### src/rtl/tea_pkg.sv
// Shared TEA types, key-schedule constant and the round mixing function.
// Used by both the iterative decryptor and the encrypt-side round.
package tea_pkg;

  typedef logic [31:0]  word_t;
  typedef logic [63:0]  block_t;
  typedef logic [127:0] key_t;

  localparam word_t DELTA = 32'h9E3779B9;

  typedef enum logic [1:0] {
    IDLE = 2'd0,
    RUN  = 2'd1,
    DONE = 2'd2
  } state_e;

  // Mixing term shared by encrypt and decrypt; shifts are logical on unsigned words.
  function automatic word_t tea_f(input word_t v, input word_t ka, input word_t kb,
                                  input word_t sum);
    return ((v << 4) + ka) ^ (v + sum) ^ ((v >> 5) + kb);
  endfunction

endpackage

### src/rtl/tea_dec_round.sv
// One combinational TEA decryption round; v1 is updated first and feeds the v0 step.
module tea_dec_round
  import tea_pkg::*;
(
  input  word_t v0_i,
  input  word_t v1_i,
  input  key_t  key_i,
  input  word_t sum_i,
  output word_t v0_o,
  output word_t v1_o
);

  word_t k0, k1, k2, k3;

  assign {k0, k1, k2, k3} = key_i;

  assign v1_o = v1_i - tea_f(v0_i, k2, k3, sum_i);
  assign v0_o = v0_i - tea_f(v1_o, k0, k1, sum_i);

endmodule

### src/rtl/tea_decrypt_iter.sv
// Iterative TEA decryptor: one round per clock, two-beat key load,
// valid/ready block interfaces on both sides.
module tea_decrypt_iter #(
  parameter int unsigned ROUNDS = 32,
  parameter logic [31:0] DELTA  = tea_pkg::DELTA
) (
  input  logic        clk,
  input  logic        rst_n,
  input  logic [63:0] key_in,
  input  logic        key_wr,
  output logic        key_valid,
  input  logic        in_valid,
  output logic        in_ready,
  input  logic [63:0] in_data,
  output logic        out_valid,
  input  logic        out_ready,
  output logic [63:0] out_data
);

  import tea_pkg::*;

  localparam logic [63:0] SUM_FULL  = 64'(ROUNDS) * 64'(DELTA);
  localparam word_t       SUM_INIT  = SUM_FULL[31:0];
  localparam logic [7:0]  RCNT_INIT = 8'(ROUNDS - 1);

  state_e     state_q, state_d;
  key_t       key_q, key_d;
  logic       key_pending_q, key_pending_d;
  logic       key_valid_q, key_valid_d;
  word_t      v0_q, v0_d, v1_q, v1_d, sum_q, sum_d;
  logic [7:0] rcnt_q, rcnt_d;
  word_t      v0_rnd, v1_rnd;
  logic       accept;

  tea_dec_round u_round (
    .v0_i  (v0_q),
    .v1_i  (v1_q),
    .key_i (key_q),
    .sum_i (sum_q),
    .v0_o  (v0_rnd),
    .v1_o  (v1_rnd)
  );

  always_ff @(posedge clk or negedge rst_n) begin
    if (!rst_n) state_q <= IDLE;
    else        state_q <= state_d;
  end

  always_comb begin
    state_d = state_q;
    case (state_q)
      IDLE:    if (accept)        state_d = RUN;
      RUN:     if (rcnt_q == '0)  state_d = DONE;
      DONE:    if (out_ready)     state_d = IDLE;
      default:                    state_d = IDLE;
    endcase
  end

  // A pending high half or a fresh key beat blocks acceptance so a block never sees a torn key.
  always_comb begin
    in_ready  = (state_q == IDLE) && key_valid_q && !key_pending_q && !key_wr;
    accept    = in_valid && in_ready;
    out_valid = (state_q == DONE);
    out_data  = out_valid ? {v0_q, v1_q} : '0;
    key_valid = key_valid_q;
  end

  always_comb begin
    key_d         = key_q;
    key_pending_d = key_pending_q;
    key_valid_d   = key_valid_q;
    v0_d          = v0_q;
    v1_d          = v1_q;
    sum_d         = sum_q;
    rcnt_d        = rcnt_q;
    case (state_q)
      IDLE: begin
        if (key_wr) begin
          key_d[127:64] = key_in;
          key_pending_d = 1'b1;
          key_valid_d   = 1'b0;
        end else if (key_pending_q) begin
          key_d[63:0]   = key_in;
          key_pending_d = 1'b0;
          key_valid_d   = 1'b1;
        end
        if (accept) begin
          v0_d   = in_data[63:32];
          v1_d   = in_data[31:0];
          sum_d  = SUM_INIT;
          rcnt_d = RCNT_INIT;
        end
      end
      RUN: begin
        v0_d  = v0_rnd;
        v1_d  = v1_rnd;
        sum_d = sum_q - DELTA;
        if (rcnt_q != '0) rcnt_d = rcnt_q - 8'd1;
      end
      default: ;
    endcase
  end

  always_ff @(posedge clk or negedge rst_n) begin
    if (!rst_n) begin
      key_q         <= '0;
      key_pending_q <= 1'b0;
      key_valid_q   <= 1'b0;
      v0_q          <= '0;
      v1_q          <= '0;
      sum_q         <= '0;
      rcnt_q        <= '0;
    end else begin
      key_q         <= key_d;
      key_pending_q <= key_pending_d;
      key_valid_q   <= key_valid_d;
      v0_q          <= v0_d;
      v1_q          <= v1_d;
      sum_q         <= sum_d;
      rcnt_q        <= rcnt_d;
    end
  end

endmodule

### config.mk
export PLATFORM = sky130hd
export DESIGN_NAME = tea_decrypt_iter
export DESIGN_NICKNAME = d
export VERILOG_FILES = /design/src/rtl/tea_pkg.sv /design/src/rtl/tea_dec_round.sv /design/src/rtl/tea_decrypt_iter.sv
export SDC_FILE = /design/constraint.sdc
export NUM_CORES = 1
export LEC_CHECK = 0
export ABC_AREA = 1
export CORE_MARGIN = 2
export CORE_UTILIZATION = 50
export CTS_CLUSTER_SIZE = 28
export DETAILED_ROUTE_END_ITERATION = 8
export PLACE_DENSITY_LB_ADDON = 0.3
export SLEW_MARGIN = 5
export SYNTH_ARGS = -nofsm -noshare
export SYNTH_HDL_FRONTEND = slang
export SYNTH_SLANG_ARGS = --single-unit
### constraint.sdc
create_clock -name clk -period 8 [get_ports clk]
set_clock_uncertainty 0.1 [all_clocks]
set_input_delay 1.6 -clock clk [delete_from_list [all_inputs] [get_ports clk]]
set_output_delay 1.6 -clock clk [all_outputs]
set_load 0.05 [all_outputs]
Word level (Yosys, flattened, before mapping)
Cells that the tools add are included.
Operators by class
  add/sub/neg operators: 10
  equality and inequality tests: 6
  mux-type cells: 17
  bitwise operators: 5
  reduce and logical (&&, ||, !) cells: 17
Operators by type and width (number)
  $pmux W32 S2: 3
  $add A32 B32 Y32: 4
  $xor A32 B32 Y32: 4
  $mux W32: 3
  $add A27 B32 Y32: 2
  $mux W64: 1
  $sub A32 B32 Y32: 2
  $sub A32 B32 Y32 const B: 1
  $mux W8: 2
  $pmux W8 S2: 1
  $reduce_and A3 Y1: 3
  $logic_not A8 Y1: 1
  $reduce_bool A8 Y1: 1
  $sub A8 B1 Y8 const B: 1
  $mux W2: 3
  $ne A2 B2 Y1 const B: 3
  $pmux W2 S3: 1
  $reduce_and A2 Y1: 3
  $logic_and A1 B1 Y1: 4
  $reduce_bool A2 Y1: 2
  $mux W1: 3
  $eq A2 B1 Y1 const B: 1
  $eq A2 B2 Y1 const B: 1
  $logic_not A1 Y1: 2
  other kinds (3): 3
Word-level totals
  bits in registers: 236
  input bits: 133
  logic and storage cells: 64

Longest topological paths before layout
  depth in word-level cells: 9
  depth in mapped cells: 52
  mapped depth without buffers: 52

Hierarchy
A second synthesis with hierarchy kept.
Unflattened totals
  cells, all modules: 3505
  area, all modules: 24377.1 µm²
By module, submodules not included
  tea_dec_round: instances 1, cells each 2090, area each 13342.8 µm², sequential area each 0.0 µm²
  tea_decrypt_iter: instances 1, cells each 1415, area each 11034.3 µm², sequential area each 5905.7 µm²

Worst setup path before layout
No wires, ideal clock.
  kind: register to register
  start: register sum_q[0]
  end: register v0_q[31]
  arrival: 6598 ps
  data required time: 7783 ps
  path slack: 1184 ps
  stages on the path, launching flop included: 45
  clock period less this slack: 6816 ps
  path through: dfrtp_1 -> ha_1 -> fa_1 -> nand3_1 -> nand2_1 -> nand2_1 -> nand2_1 -> a21oi_1 -> o21ai_0 -> xnor2_1 -> xor2_1 -> xor2_1 -> ha_1 -> nand2_1 -> o21a_1 -> o221ai_1 -> a21oi_1 -> o21ai_0 -> (+9 left out) -> xor2_1 -> xor2_1 -> or2_1 -> nand2_1 -> ha_1 -> nand2_1 -> nor2_1 -> inv_1 -> nor3_1 -> inv_1 -> nor4_1 -> a21oi_1 -> nand3_1 -> nand2_1 -> inv_1 -> nand3_1 -> nand3_1 -> nand2_1
On the way
  word-level cells in the longest chain between the ends: 9
Ends and longest elaborated chain
  start: declaration: line tea_decrypt_iter.sv:30  | word_t v0_q, v0_d, v1_q, v1_d, sum_q, sum_d;
  start signal: assignment: line tea_decrypt_iter.sv:119  | sum_q <= sum_d;
  $add A32 B32 Y32: line tea_pkg.sv:20  | return ((v << 4) + ka) ^ (v + sum) ^ ((v >> 5) + kb);
  $xor A32 B32 Y32 (2 in series): line tea_pkg.sv:20
  $sub A32 B32 Y32: line tea_dec_round.sv:17  | assign v1_o = v1_i - tea_f(v0_i, k2, k3, sum_i);
  $add A32 B32 Y32: line tea_pkg.sv:20
  $xor A32 B32 Y32: line tea_pkg.sv:20
  $xor A32 B32 Y32 (*): line tea_pkg.sv:20
  $sub A32 B32 Y32 (*): line tea_dec_round.sv:18  | assign v0_o = v0_i - tea_f(v1_o, k0, k1, sum_i);
  $pmux W32 S2 (*): line tea_decrypt_iter.sv:76  | case (state_q)
  end signal: assignment: line tea_decrypt_iter.sv:117  | v0_q <= v0_d;
  end: declaration: line tea_decrypt_iter.sv:30
Mark *: on every way between the ends. The rest lies on a longest branch, timed or not.
A chain may end at the register's enable or synchronous reset.

Final worst setup path
  start: register v0_q[0]
  end: register v0_q[31]
On the way
  word-level cells in the longest chain between the ends: 9
Ends and longest elaborated chain (line)
  $add A32 B32 Y32: tea_pkg.sv:20
  $xor A32 B32 Y32 (2 in series): tea_pkg.sv:20
  $sub A32 B32 Y32: tea_dec_round.sv:17
  $add A32 B32 Y32: tea_pkg.sv:20
  $xor A32 B32 Y32 (2 in series): tea_pkg.sv:20
  $sub A32 B32 Y32 (*): tea_dec_round.sv:18
  $pmux W32 S2 (*): tea_decrypt_iter.sv:76
Marked as above.

==> flow_summary.json <==
{
  "status": "finished clean",
  "critPathRequiredTime_ns": 8.37,
  "nets": 3918,
  "vias": 23411,
  "cts_max_level": 1,
  "cpMaxStageDelayCell": "dfrtp_1",
  "dieWidth_um": 219,
  "r2r_slack_ns": 0.29,
  "finalCritPeriodShare_pct": 96.4,
  "syn_nets": 3589,
  "grt_pass1_wl_mm": 123,
  "path_class": "reg2reg",
  "grt_usage_pct": 33.7,
  "syn_avg_cell_area_um2": 7.20,
  "slew_violations": 0,
  "cts_buffers": 30,
  "gp_congestion": 1.03,
  "drt_wl_total_mm": 83.3,
  "ys_seq_area_share_pct": 25.6,
  "ant_nets": 0,
  "initial_core_util_pct": 50.7,
  "holdCritPathClass": "reg2reg",
  "cts_root_buf": "clkbuf_16",
  "yosys_register_bits": 236,
  "grt_overflow": 0,
  "drtIter0Drc": 2244,
  "fin_area_mm2": 0.0292,
  "drive_above_1_share_pct": 14.6,
  "core_mm2": 0.0455,
  "timing.slew.headroom_pct": 31.6,
  "dpl.cell_count": 4079,
  "clk_latency_ns": 0.61,
  "worst-r2r-cell-count": 52,
  "cap_violations": 0,
  "cp-endpoint": "v0_q[31]",
  "dp_hpwl_mm": 65.7,
  "drtPass1Iterations": 5,
  "r2r_start": "v0_q[0]",
  "crit_top_cell": "nand2_2",
  "placement.io_buffers": 199,
  "yosysWarnings": 0,
  "critPathLaunch": "v0_q[0]",
  "setup_tns_ns": 0,
  "critical_path.max_fanout": 5,
  "cts_tree": "built",
  "worst_pin_slew_ns": 1.03,
  "yosysUniqueCellTypes": 63,
  "clk_pin_slew_ns": 0.06,
  "finalHoldViolations": 0,
  "antenna_found_initial": 3,
  "die_h_um": 219,
  "finalSetupViolCount": 0,
  "clock-sinks": 236,
  "stdcell_count": 4155,
  "grt_max_degree": 149,
  "synth_area_mm2": 0.0231,
  "end_kind": "register",
  "critical_path.max_stage_delay_ns": 0.42,
  "min_period_ns": 7.71,
  "syn_to_final_growth_pct": 26.7,
  "die_area_mm2": 0.0479,
  "worstReg2RegEnd": "v0_q[31]",
  "drcViolationCount": 0,
  "clockBufferDepth": 3,
  "io_pins": 200,
  "cp-start-kind": "register",
  "arrival_ns": 8.08,
  "dpl-instance-area_mm2": 0.0267,
  "via_per_inst": 5.63,
  "grt_pass1_vias": 21891,
  "post_drt_wl_per_cell_um": 20.0,
  "clock.fmax_ghz": 0.130,
  "rows": 78,
  "netlist_instances": 3204
}
-- registers in the layout, indices dropped and copies added, names as in the netlist --
register       flops
key_valid          1
sum_q             32
key_q            128
v1_q              32
key_pending_q      1
v0_q              32
state_q            2
rcnt_q             8
-- cell type report --
type	instances	area, um2
sequential	236	5920
antenna	2	5.00
clock buffer	41	872
fill	4074	16300
inverter	406	1530
timing repair buffer	359	3220
tap	600	751
clock inverter	11	153
multi-input combinational	2500	16800
-- metrics by stage --
step	setup WS (ns)	util (%)	hold WS, ns
floorplan	1.18	-	0.359
global placement	-0.152	58.6	0.376
detailed placement	-0.152	58.6	0.380
CTS	0.00557	60.9	0.397
global route	-0.313	64.2	0.411
finish	0.289	64.3	0.396
-- cell usage after synthesis, drive strengths merged --
| cell type | n | area [um2] |
|---|---|---|
| nand2 | 735 | 2800 |
| inv | 406 | 1520 |
| o21ai | 293 | 1560 |
| a21oi | 284 | 1490 |
| ha | 244 | 3050 |
| nor2 | 244 | 921 |
| dfrtp | 236 | 5910 |
| xor2 | 217 | 1900 |
| nand3 | 101 | 561 |
| xnor2 | 100 | 876 |
| o211ai | 54 | 410 |
| clkbuf | 49 | 184 |
| nand4 | 26 | 163 |
| nor3 | 25 | 135 |
| a31oi | 24 | 156 |
| o221ai | 19 | 166 |
| a21o | 17 | 128 |
| a21boi | 15 | 161 |
| buf | 13 | 56.3 |
| nor4 | 13 | 93.8 |
| o21bai | 13 | 109 |
| o21a | 11 | 82.6 |
| or2 | 9 | 56.3 |
| fa | 8 | 160 |
| a211oi | 7 | 52.6 |
| nand3b | 7 | 52.6 |
| o31ai | 7 | 62.6 |
| a31o | 4 | 35.0 |
| a22oi | 3 | 22.5 |
| and3 | 3 | 18.8 |
| mux2 | 3 | 33.8 |
| o311ai | 3 | 26.3 |
| a221oi | 2 | 17.5 |
| o2111ai | 2 | 17.5 |
| o22ai | 2 | 12.5 |
| a2111oi | 1 | 8.76 |
| a221o | 1 | 10.0 |
| or3b | 1 | 8.76 |
| or4 | 1 | 7.51 |
| xnor3 | 1 | 22.5 |
-- how the worst min path moves through the flow --
stage,to,cells after the start,slack [ns],start
5_1_grt,key_q[7],2,0.41,key_q[7]
4_1_cts,key_q[70],2,0.40,key_q[70]
2_1_floorplan,key_q[0],2,0.36,key_q[0]
6_report,key_q[72],2,0.40,key_q[72]
3_3_place_gp,key_q[75],2,0.38,key_q[75]
3_5_place_dp,key_q[107],2,0.38,key_q[107]
-- layer usage --
metal	part of all wire (%)	vias up	wire, um	GRT usage [%]
met5	0.0096	-	8	0
met4	3.0	2	2510	9.08
met3	9.9	133	8230	6.58
met2	43	915	36000	51.7
met1	44	11044	36600	48.4
li1	-	11317	-	-
-- logic make-up after synthesis --
kind of cell    count (synthesis)  synth area share, %
compound gates                762                 19.7
xor+xnor                      318                 12.1
fa+ha+maj                     252                 13.9
buf+inv                       468                 7.65
flops                         236                 25.6
mux                             3                0.146
simple gates                 1165                 20.9
-- critical path, delay by kind of cell (launching register included) --
kind	cells	cell delay (ns)
and+or+nand+nor	30	3.14
adders and majority gates	5	1.42
xor gates and xnor gates	6	1.20
buffers and inverters	7	0.67
AOI/OAI and AO/OA	4	0.61
DFF	1	0.42
-- timing repair --
| action | 4_1_cts | 5_1_grt |
|---|---|---|
| gates resized for setup | 3 | 251 |
| hold buffers | 0 | 0 |
| setup endpoints to repair | 4 | 14 |
| pin swaps | 0 | 72 |
| setup buffers | 0 | 23 |
-- placed cells by master, fill, tap and decap left out, types with 11 or more instances in the layout --
master             n
nand2_1          698
inv_1            395
o21ai_0          247
a21oi_1          240
nor2_1           232
dfrtp_1          228
ha_1             203
clkdlybuf4s50_1  198
xor2_1           185
buf_4            158
xnor2_1           94
nand3_1           85
o211ai_1          53
a21oi_2           40
ha_4              31
clkbuf_16         30
o21ai_2           29
nand2_2           29
xor2_2            28
nand4_1           26
nor3_1            19
a21o_1            16
o221ai_1          16
a31oi_1           15
nand3_2           14
o21ai_1           12
o21bai_1          11
o21a_1            11
Power is not shown: default switching activity piles up to over one toggle a cycle in this logic, so the estimate is an artifact.
